==> src/rtl/regfile_ctrl_pkg.sv <==
// Shared types and constants for the regfile access controller.
// Used by regfile_access_ctrl and rr_arbiter2.
package regfile_ctrl_pkg;

    localparam int unsigned DEF_DATA_W = 8;
    localparam int unsigned DEF_ADDR_W = 3;
    localparam int unsigned NUM_REGS   = 8;
    localparam int unsigned NUM_PORTS  = 2;

    typedef enum logic [1:0] {
        ST_IDLE,
        ST_RD,
        ST_WR0,
        ST_WR1
    } state_t;

    // Second byte of a register pair lands in the next register, wrapping 7 -> 0.
    function automatic int unsigned pair_addr_inc(input int unsigned addr);
        return (addr + 1) % NUM_REGS;
    endfunction

endpackage

==> src/rtl/rr_arbiter2.sv <==
// Two-requester arbiter returning a one-hot grant.
// Round-robin when REGFILE_ARB_RR_EN is defined, otherwise fixed priority (port 0 wins).
module rr_arbiter2
    import regfile_ctrl_pkg::*;
(
    input  logic                 i_clk,
    input  logic                 i_rst,
    input  logic [NUM_PORTS-1:0] i_req,
    input  logic                 i_advance,
    output logic [NUM_PORTS-1:0] o_grant
);

`ifdef REGFILE_ARB_RR_EN
    logic r_ptr;

    // Pointer names the preferred port and moves to the loser after each grant.
    always_ff @(posedge i_clk or posedge i_rst) begin
        if (i_rst) begin
            r_ptr <= 1'b0;
        end else if (i_advance) begin
            r_ptr <= o_grant[0];
        end
    end

    always_comb begin
        o_grant = '0;
        if (!r_ptr) begin
            if (i_req[0])      o_grant = 2'b01;
            else if (i_req[1]) o_grant = 2'b10;
        end else begin
            if (i_req[1])      o_grant = 2'b10;
            else if (i_req[0]) o_grant = 2'b01;
        end
    end
`else
    logic w_unused;
    assign w_unused = ^{i_clk, i_rst, i_advance};

    always_comb begin
        o_grant = '0;
        if (i_req[0])      o_grant = 2'b01;
        else if (i_req[1]) o_grant = 2'b10;
    end
`endif

endmodule

==> src/rtl/regfile_access_ctrl.sv <==
// Sequencer/arbiter sharing the single-mode 8x8 regfile port between two requesters.
// Define REGFILE_ARB_RR_EN for round-robin arbitration (default: port 0 fixed priority).
module regfile_access_ctrl
    import regfile_ctrl_pkg::*;
#(
    parameter int unsigned DATA_W = DEF_DATA_W,
    parameter int unsigned ADDR_W = DEF_ADDR_W
) (
    input  logic                             clk,
    input  logic                             reset,
    input  logic [NUM_PORTS-1:0]             req_valid,
    output logic [NUM_PORTS-1:0]             req_ready,
    input  logic [NUM_PORTS-1:0]             req_write,
    input  logic [NUM_PORTS-1:0]             req_pair,
    input  logic [NUM_PORTS*ADDR_W-1:0]      req_addr_a,
    input  logic [NUM_PORTS*ADDR_W-1:0]      req_addr_b,
    input  logic [NUM_PORTS*2*DATA_W-1:0]    req_wdata,
    output logic [NUM_PORTS-1:0]             rsp_valid,
    output logic [DATA_W-1:0]                rsp_data_a,
    output logic [DATA_W-1:0]                rsp_data_b,
    output logic                             rf_r_w,
    output logic [ADDR_W-1:0]                rf_rs1_addr,
    output logic [ADDR_W-1:0]                rf_rs2_addr,
    output logic [ADDR_W-1:0]                rf_rd_addr,
    output logic [DATA_W-1:0]                rf_rd_data,
    input  logic [DATA_W-1:0]                rf_rs1_data,
    input  logic [DATA_W-1:0]                rf_rs2_data
);

    state_t                  r_state;
    state_t                  w_next;

    logic [ADDR_W-1:0]       r_op_a;
    logic [ADDR_W-1:0]       r_op_b;
    logic                    r_op_pair;
    logic                    r_op_id;
    logic [2*DATA_W-1:0]     r_op_wdata;

    logic [ADDR_W-1:0]       r_rs1_hold;
    logic [ADDR_W-1:0]       r_rs2_hold;
    logic [ADDR_W-1:0]       r_rd_hold;
    logic [NUM_PORTS-1:0]    r_rsp_valid;
    logic [DATA_W-1:0]       r_rsp_a;
    logic [DATA_W-1:0]       r_rsp_b;

    logic [NUM_PORTS-1:0]    w_grant;
    logic                    w_accept;
    logic                    w_sel;
    logic                    w_done;
    logic [ADDR_W-1:0]       w_pair_addr;

    rr_arbiter2 u_arb (
        .i_clk     (clk),
        .i_rst     (reset),
        .i_req     (req_valid),
        .i_advance (w_accept),
        .o_grant   (w_grant)
    );

    assign w_accept    = |(req_valid & req_ready);
    assign w_sel       = req_ready[1];
    assign w_pair_addr = ADDR_W'(pair_addr_inc(32'(r_op_a)));

    assign rsp_valid   = r_rsp_valid;
    assign rsp_data_a  = r_rsp_a;
    assign rsp_data_b  = r_rsp_b;

    always_ff @(posedge clk or posedge reset) begin
        if (reset) begin
            r_state <= ST_IDLE;
        end else begin
            r_state <= w_next;
        end
    end

    always_comb begin
        w_next = r_state;
        case (r_state)
            ST_IDLE: begin
                if (w_accept) begin
                    w_next = req_write[w_sel] ? ST_WR0 : ST_RD;
                end
            end
            ST_RD:   w_next = ST_IDLE;
            ST_WR0:  w_next = r_op_pair ? ST_WR1 : ST_IDLE;
            ST_WR1:  w_next = ST_IDLE;
            default: w_next = ST_IDLE;
        endcase
    end

    // Idle address outputs come from hold registers so unused ports keep their last value.
    always_comb begin
        req_ready   = '0;
        rf_r_w      = 1'b1;
        rf_rs1_addr = r_rs1_hold;
        rf_rs2_addr = r_rs2_hold;
        rf_rd_addr  = r_rd_hold;
        rf_rd_data  = '0;
        w_done      = 1'b0;
        case (r_state)
            ST_IDLE: begin
                if (!reset) begin
                    req_ready = w_grant;
                end
            end
            ST_RD: begin
                rf_rs1_addr = r_op_a;
                rf_rs2_addr = r_op_b;
                w_done      = 1'b1;
            end
            ST_WR0: begin
                rf_r_w     = 1'b0;
                rf_rd_addr = r_op_a;
                rf_rd_data = r_op_pair ? r_op_wdata[2*DATA_W-1:DATA_W] : r_op_wdata[DATA_W-1:0];
                w_done     = !r_op_pair;
            end
            ST_WR1: begin
                rf_r_w     = 1'b0;
                rf_rd_addr = w_pair_addr;
                rf_rd_data = r_op_wdata[DATA_W-1:0];
                w_done     = 1'b1;
            end
            default: ;
        endcase
    end

    always_ff @(posedge clk or posedge reset) begin
        if (reset) begin
            r_op_a      <= '0;
            r_op_b      <= '0;
            r_op_pair   <= 1'b0;
            r_op_id     <= 1'b0;
            r_op_wdata  <= '0;
            r_rs1_hold  <= '0;
            r_rs2_hold  <= '0;
            r_rd_hold   <= '0;
            r_rsp_valid <= '0;
            r_rsp_a     <= '0;
            r_rsp_b     <= '0;
        end else begin
            r_rsp_valid <= '0;
            if (w_done) begin
                r_rsp_valid[r_op_id] <= 1'b1;
            end
            if (w_accept) begin
                r_op_id    <= w_sel;
                r_op_pair  <= req_pair[w_sel];
                r_op_a     <= w_sel ? req_addr_a[2*ADDR_W-1:ADDR_W] : req_addr_a[ADDR_W-1:0];
                r_op_b     <= w_sel ? req_addr_b[2*ADDR_W-1:ADDR_W] : req_addr_b[ADDR_W-1:0];
                r_op_wdata <= w_sel ? req_wdata[4*DATA_W-1:2*DATA_W] : req_wdata[2*DATA_W-1:0];
            end
            if (r_state == ST_RD) begin
                r_rsp_a    <= rf_rs1_data;
                r_rsp_b    <= rf_rs2_data;
                r_rs1_hold <= r_op_a;
                r_rs2_hold <= r_op_b;
            end
            if (r_state == ST_WR0 || r_state == ST_WR1) begin
                r_rd_hold <= rf_rd_addr;
            end
        end
    end

endmodule

==> config.mk <==
export PLATFORM = sky130hd
export DESIGN_NAME = regfile_access_ctrl
export DESIGN_NICKNAME = d
export VERILOG_FILES = /design/src/rtl/regfile_ctrl_pkg.sv /design/src/rtl/rr_arbiter2.sv /design/src/rtl/regfile_access_ctrl.sv
export SDC_FILE = /design/constraint.sdc
export NUM_CORES = 1
export LEC_CHECK = 0
export ABC_AREA = 1
export BUFFER_PORTS_ARGS = -buffer_cell sky130_fd_sc_hd__buf_2
export CORE_MARGIN = 5
export CORE_UTILIZATION = 30
export CTS_CLUSTER_DIAMETER = 60
export CTS_CLUSTER_SIZE = 40
export DETAILED_ROUTE_END_ITERATION = 7
export PLACE_DENSITY = 0.67
export SYNTH_ARGS = -nofsm -noshare
export SYNTH_HDL_FRONTEND = slang
export SYNTH_HIERARCHICAL = 1
export SYNTH_SLANG_ARGS = --single-unit
export TNS_END_PERCENT = 30
==> constraint.sdc <==
create_clock -name clk -period 1.6 [get_ports clk]
set_input_delay 0.24 -clock clk [delete_from_list [all_inputs] [get_ports clk]]
set_output_delay 0.24 -clock clk [all_outputs]
set_load 0.1 [all_outputs]
# After elaboration in Yosys (flattened, before gate mapping)

Index checks and enable logic that the tools add are counted.

Output and inout bits: 38
Bits in registers: 53
Logic and storage cells: 53
Bits of input ports: 68

Add/sub/neg operators: 1
Multiplexer cells: 25
Equality and inequality tests: 4
Magnitude comparators: 3
Bitwise logic cells: 1
Reduce and logical (&&, ||, !) cells: 7

Operator list:

| kind                                                        | number |
|---|---|
| two-way mux 16 bit                                          | 1 |
| two-way mux 2 bit                                           | 8 |
| one-hot mux 8 bit (2 select lines)                          | 1 |
| two-way mux 3 bit                                           | 4 |
| two-way mux 8 bit                                           | 1 |
| two-way mux 1 bit                                           | 6 |
| one-hot mux 2 bit (3 select lines)                          | 1 |
| one-hot mux 3 bit (2 select lines)                          | 1 |
| OR reduction 2 bit                                          | 3 |
| equality test 2 bit (second input constant)                 | 2 |
| less-than comparator 1 x 2 -> 1 bit (second input constant) | 2 |
| adder 3 x 1 -> 3 bit (second input constant)                | 1 |
| AND 2 bit                                                   | 1 |
| equality test 2 x 1 -> 1 bit (second input constant)        | 1 |
| zero test 2 bit                                             | 1 |
| != test 2 x 1 -> 1 bit (second input constant)              | 1 |
| one-hot mux 1 bit (2 select lines)                          | 1 |
| demux 1 bit (select 1 bit)                                  | 1 |
| >= comparator 1 bit (second input constant)                 | 1 |
| logical AND 1 bit                                           | 1 |
| zero test 1 bit                                             | 1 |
| logical OR 1 bit                                            | 1 |

# Longest topological paths before layout

Depth after elaboration: 9
Depth in mapped cells: 11
Mapped depth without buffers: 10

# Cells and area by module

The synthesis kept the hierarchy.

Modules (own cells, without submodules):

| module              | seq. area each (um^2) | times used | area each (um^2) | cells an instance |
|---|---|---|---|---|
| regfile_access_ctrl | 1326.3                | 1          | 2607.5           | 303 |
| rr_arbiter2         | 0.0                   | 1          | 17.5             | 3 |

# Worst setup path after synthesis

No wires, ideal clock.

Path kind: flip-flop to output port
Start: register r_state[1]
End: output req_ready[0]
Buffers on the path: 1
Required time: 1.360 ns
Setup slack: -2.091 ns
Cell stages (with the launch flop): 3
Data arrival time: 3.451 ns
Cell sequence: dfrtp_1 > buf_6 > nor4_1

Word-level cells in the longest chain between the ends: 2

Ends and longest elaborated chain:

| element                | line                       | source |
|---|---|---|
| from (decl)            | regfile_access_ctrl.sv:30  | `state_t r_state;` |
| from (signal assigned) | regfile_access_ctrl.sv:72  | `r_state <= w_next;` |
| zero test 2 bit        | regfile_access_ctrl.sv:100 | `case (r_state)` |
| two-way mux 2 bit      | regfile_access_ctrl.sv:100 |  |
| to (decl)              | regfile_access_ctrl.sv:12  | `output logic [NUM_PORTS-1:0] req_ready,` |

No other way between the ends.

# Worst setup path after layout

Start: register r_state[0]
End: output rf_rd_data[1]

Word-level cells in the longest chain between the ends: 2
Elaborated cells between the ends (all ways): 3
Classes of those cells: 2 x eq/ne; 1 x mux

Ends and longest elaborated chain:

| element                              | line                       | source |
|---|---|---|
| equality test 2 bit                  | regfile_access_ctrl.sv:100 |  |
| one-hot mux 8 bit (2 select lines) * | regfile_access_ctrl.sv:100 |  |
| to (decl)                            | regfile_access_ctrl.sv:25  | `output logic [DATA_W-1:0] rf_rd_data,` |

Mark *: on every way between the ends. The rest lies on a longest branch, timed or not.

==> results by group <==
Place
  • Input/output buffers: 105
  • DP Worst Slack: ~0.09 ns
  • Final Wtd Congestion: 0.827
  • Detailed Place HPWL: 5.45 mm

Floorplanning
  • CORE AREA: around 8600 um2
  • DIE AREA: 10700 um2
  • Starting Density: around 30%
  • Num rows: 34
  • Top Ports: between 100 and 150
  • Die width: 104 um
  • Die Ht: 104 um

Clock network
  • CTS root buf: clkbuf_8
  • CTS tree: yes
  • Clk sinks: 53
  • CTS max path bufs: 2
  • CTS Buf Count: 5
  • Max H-tree Level: 2
  • Clock slew at reported path FFs: 0.09 ns
  • Clock Latency Late Sink: 0.29 ns

Power
  • Worst vdd ir: 0.00105 V
  • Switching power total: 4.40 mW
  • Gate power share: 63.6%
  • Leakage power: 2.04 nW
  • Net Sw Frac: 54.5%
  • Overall Power: 8.08 mW
  • P_int: 3.68 mW
  • PD cells: 2080 nW/um2
  • Flop pwr share: 26.6%
  • Clk network pwr share: a little under 10%

Drt
  • DRT antenna net count: 0
  • DRC errors left: 0
  • Drt pass-1 iters: 4
  • Vias: roughly 2300
  • Drt wl/cell: 12.8 um
  • Final WL: between 6 and 7 mm
  • Avg Vias per Cell: 4.35
  • Number of DRC markers in iteration 0: 82

Timing
  • Fmax: between 500 and 600 MHz
  • Hold Fails Final Rpt: 0
  • Final setup fails: 19
  • Min cycle time layout: 1.78 ns
  • Worst-Margin Slew: 0.495 ns
  • Fin. max-slew vios: 0
  • Fin Setup TNS: -2.80 ns
  • Final period utilization: 111%
  • Final Skew: 0.00598 ns
  • Unrepaired setup endpoints after global routing: true
  • PnR worst setup slack: -0.183 ns
  • WHS: between 0.15 and 0.2 ns
  • Rel. slew slack: between 60% and 70%

Flow run
  • # Max-Cap Violations: 0

Global route
  • Global Route Usage Sum: 13.5%
  • Vias in the first global route: 2569
  • First-pass GRT wire length: 12.3 mm
  • Initial antenna violation count: 0
  • Largest net degree at the start of global routing: 34
  • Remaining Overflow, GRT: 0

Setup path
  • R2r setup slk: 0.13 ns
  • Crit-path max FO: 8
  • CP Data Arrival Time: 1.54 ns
  • Register-to-Register Path Depth: 7
  • Worst EP required: between 1 and 1.5 ns
  • Cells along the critical path: buf_6, o21ai_2, buf_6, o21ai_2, buf_12
  • Worst R2R End: r_op_wdata[3]$_DFFE_PP0P_
  • Slowest stage delay, CP: 0.47 ns
  • RR Startpoint: r_state[0]$_DFFE_PP0P_
  • Critical path class: reg2out
  • CP startpoint kind: register
  • Slowest CP cell: dfrtp_2
  • Nature of the critical path endpoint: primary output

Cells and area
  • Fill cells: ~840
  • Nets: 493
  • Util after Layout: 45.0%
  • Area delta synth->final: 48.0%
  • Multi-input gate area: 1230 um2
  • Reg area: 1330 um2
  • Share of cells above drive strength 1: approximately 43%
  • Commonest non-fill, non-tap cell in the layout: nand2_1
  • Commonest cells after routing, fill and taps aside: 150 x nand2_1, 85 x buf_2, 52 x dfrtp_1
  • Diode count: 0

Synth
  • Distinct cells, synth: 24
  • Synth area leader: dfrtp_1
  • Synth top area share: roughly 50%
  • Syn_nets: around 380
  • Synthesized flop and latch total: 53
  • EDFF count, synth: 0
  • Yosys synthesis warning count: 6
  • Top post-synthesis cells by area: dfrtp_1 51%, nand2_1 22%, mux2_2 9.4%
  • Ys async rst share: 100%
  • Ys flop type: dfrtp_1
  • Synthesized cell area: around 2600 um2
  • Synth Instances: 306
  • Syn avg cell area: 8.58 um2
  • Sequential element share of the synthesized area: 50.5%

Outcome
  • Outcome: finished with violations
  • Failing checks: setup timing

Hold path
  • Worst hold path startpoint: rf_rs2_data[4]
  • Hold Path Cell Cnt: 2
  • HP Class: in2reg
  • Hold endpoint: rsp_data_b[4]$_DFFE_PP0P_
## power by group through the flow
stage / clock (mW) / combinational (mW) / sequential, mW
after floorplan: 0 / 2.18 / 3.71
after global placement: 0 / 5.04 / 2.15
after detailed placement: 0 / 5.10 / 2.17
after CTS: 0.842 / 5.15 / 2.15
after global routing: 0.898 / 5.40 / 2.23
final: 0.793 / 5.14 / 2.15
## logic make-up after synthesis
kind of cell	after synthesis	synth area share (%)
AOI/OAI and AO/OA	15	3.05
xor gates and xnor gates	1	0.334
adders and majority gates	1	0.477
buffers and inverters	32	7.24
DFF	53	50.5
muxes	22	9.44
and+or+nand+nor	182	28.9
## layer usage
metal / routed length [um] / vias up / global-route usage (%)
met5: 0 / - / 0
met4: 58 / 0 / 3.09
met3: 478 / 7 / 3.79
met2: 3380 / 79 / 23.3
met1: 2880 / 1045 / 16.8
li1: - / 1187 / -
## Yosys cell counts (2+ instances only)
| library cell | n |
|---|---|
| dfrtp_1 | 53 |
| buf_2 | 2 |
| nand2_1 | 151 |
| nor2_1 | 7 |
| nand3_2 | 2 |
| buf_4 | 7 |
| buf_6 | 5 |
| nand2_4 | 2 |
| inv_1 | 15 |
| o21ai_0 | 12 |
| o211ai_1 | 2 |
| nor2_2 | 3 |
| mux2_2 | 22 |
| nand3_1 | 13 |
## worst max-delay path: cells and delay by family (launching register included)
| family | cells | cell delay [ns] |
|---|---|---|
| AOI/OAI and AO/OA | 2 | 0.24 |
| buffers and inverters | 3 | 0.54 |
| DFF | 1 | 0.47 |
## area by class of cell
class / instances / share of cell area (%)
inverter: 18 / 1.93
sequential: 53 / 34.2
clock inverter: 1 / 0.129
timing repair buffer: 125 / 26.2
multi-input combinational: 221 / 31.6
tap: 108 / 3.48
clock buffer: 7 / 2.48
## metrics by stage
stage | std cells | instance area, um2
CTS | 532 | 3850
global placement | 523 | 3680
detailed placement | 523 | 3680
finish | 533 | 3880
floorplan | 306 | 2680
global route | 533 | 3880
## worst max path at each step
stage                           start        endpoint  slack [ns]
2_1_floorplan  r_state[0]$_DFFE_PP0P_   rf_rd_addr[0]       -0.66
3_3_place_gp   r_state[0]$_DFFE_PP0P_  rf_rs2_addr[1]        0.12
3_5_place_dp   r_state[0]$_DFFE_PP0P_   rf_rd_data[3]        0.09
4_1_cts        r_state[0]$_DFFE_PP0P_  rf_rs1_addr[1]       -0.19
5_1_grt        r_state[0]$_DFFE_PP0P_   rf_rd_data[5]       -0.25
6_report       r_state[0]$_DFFE_PP0P_   rf_rd_data[1]       -0.18
## timing repair
item / 4_1_cts / 5_1_grt
setup endpoints to repair: 19 / 19
hold buffers: 1 / 0
endpoints found under the hold margin: 11 / 0
gates resized for setup: 13 / 4
pin swaps: 4 / 0
buffers inserted: 0 / 1
## sequential cells by signal (all words and copies together) (netlist names)
| register | count |
|---|---|
| r_op_a | 3 |
| r_op_b | 3 |
| r_op_id | 1 |
| r_op_pair | 1 |
| r_op_wdata | 16 |
| r_rd_hold | 3 |
| r_rs1_hold | 3 |
| r_rs2_hold | 3 |
| r_state | 2 |
| rsp_data_a | 8 |
| rsp_data_b | 8 |
| rsp_valid | 2 |
Note: power is estimated with default switching activity, not from simulation.
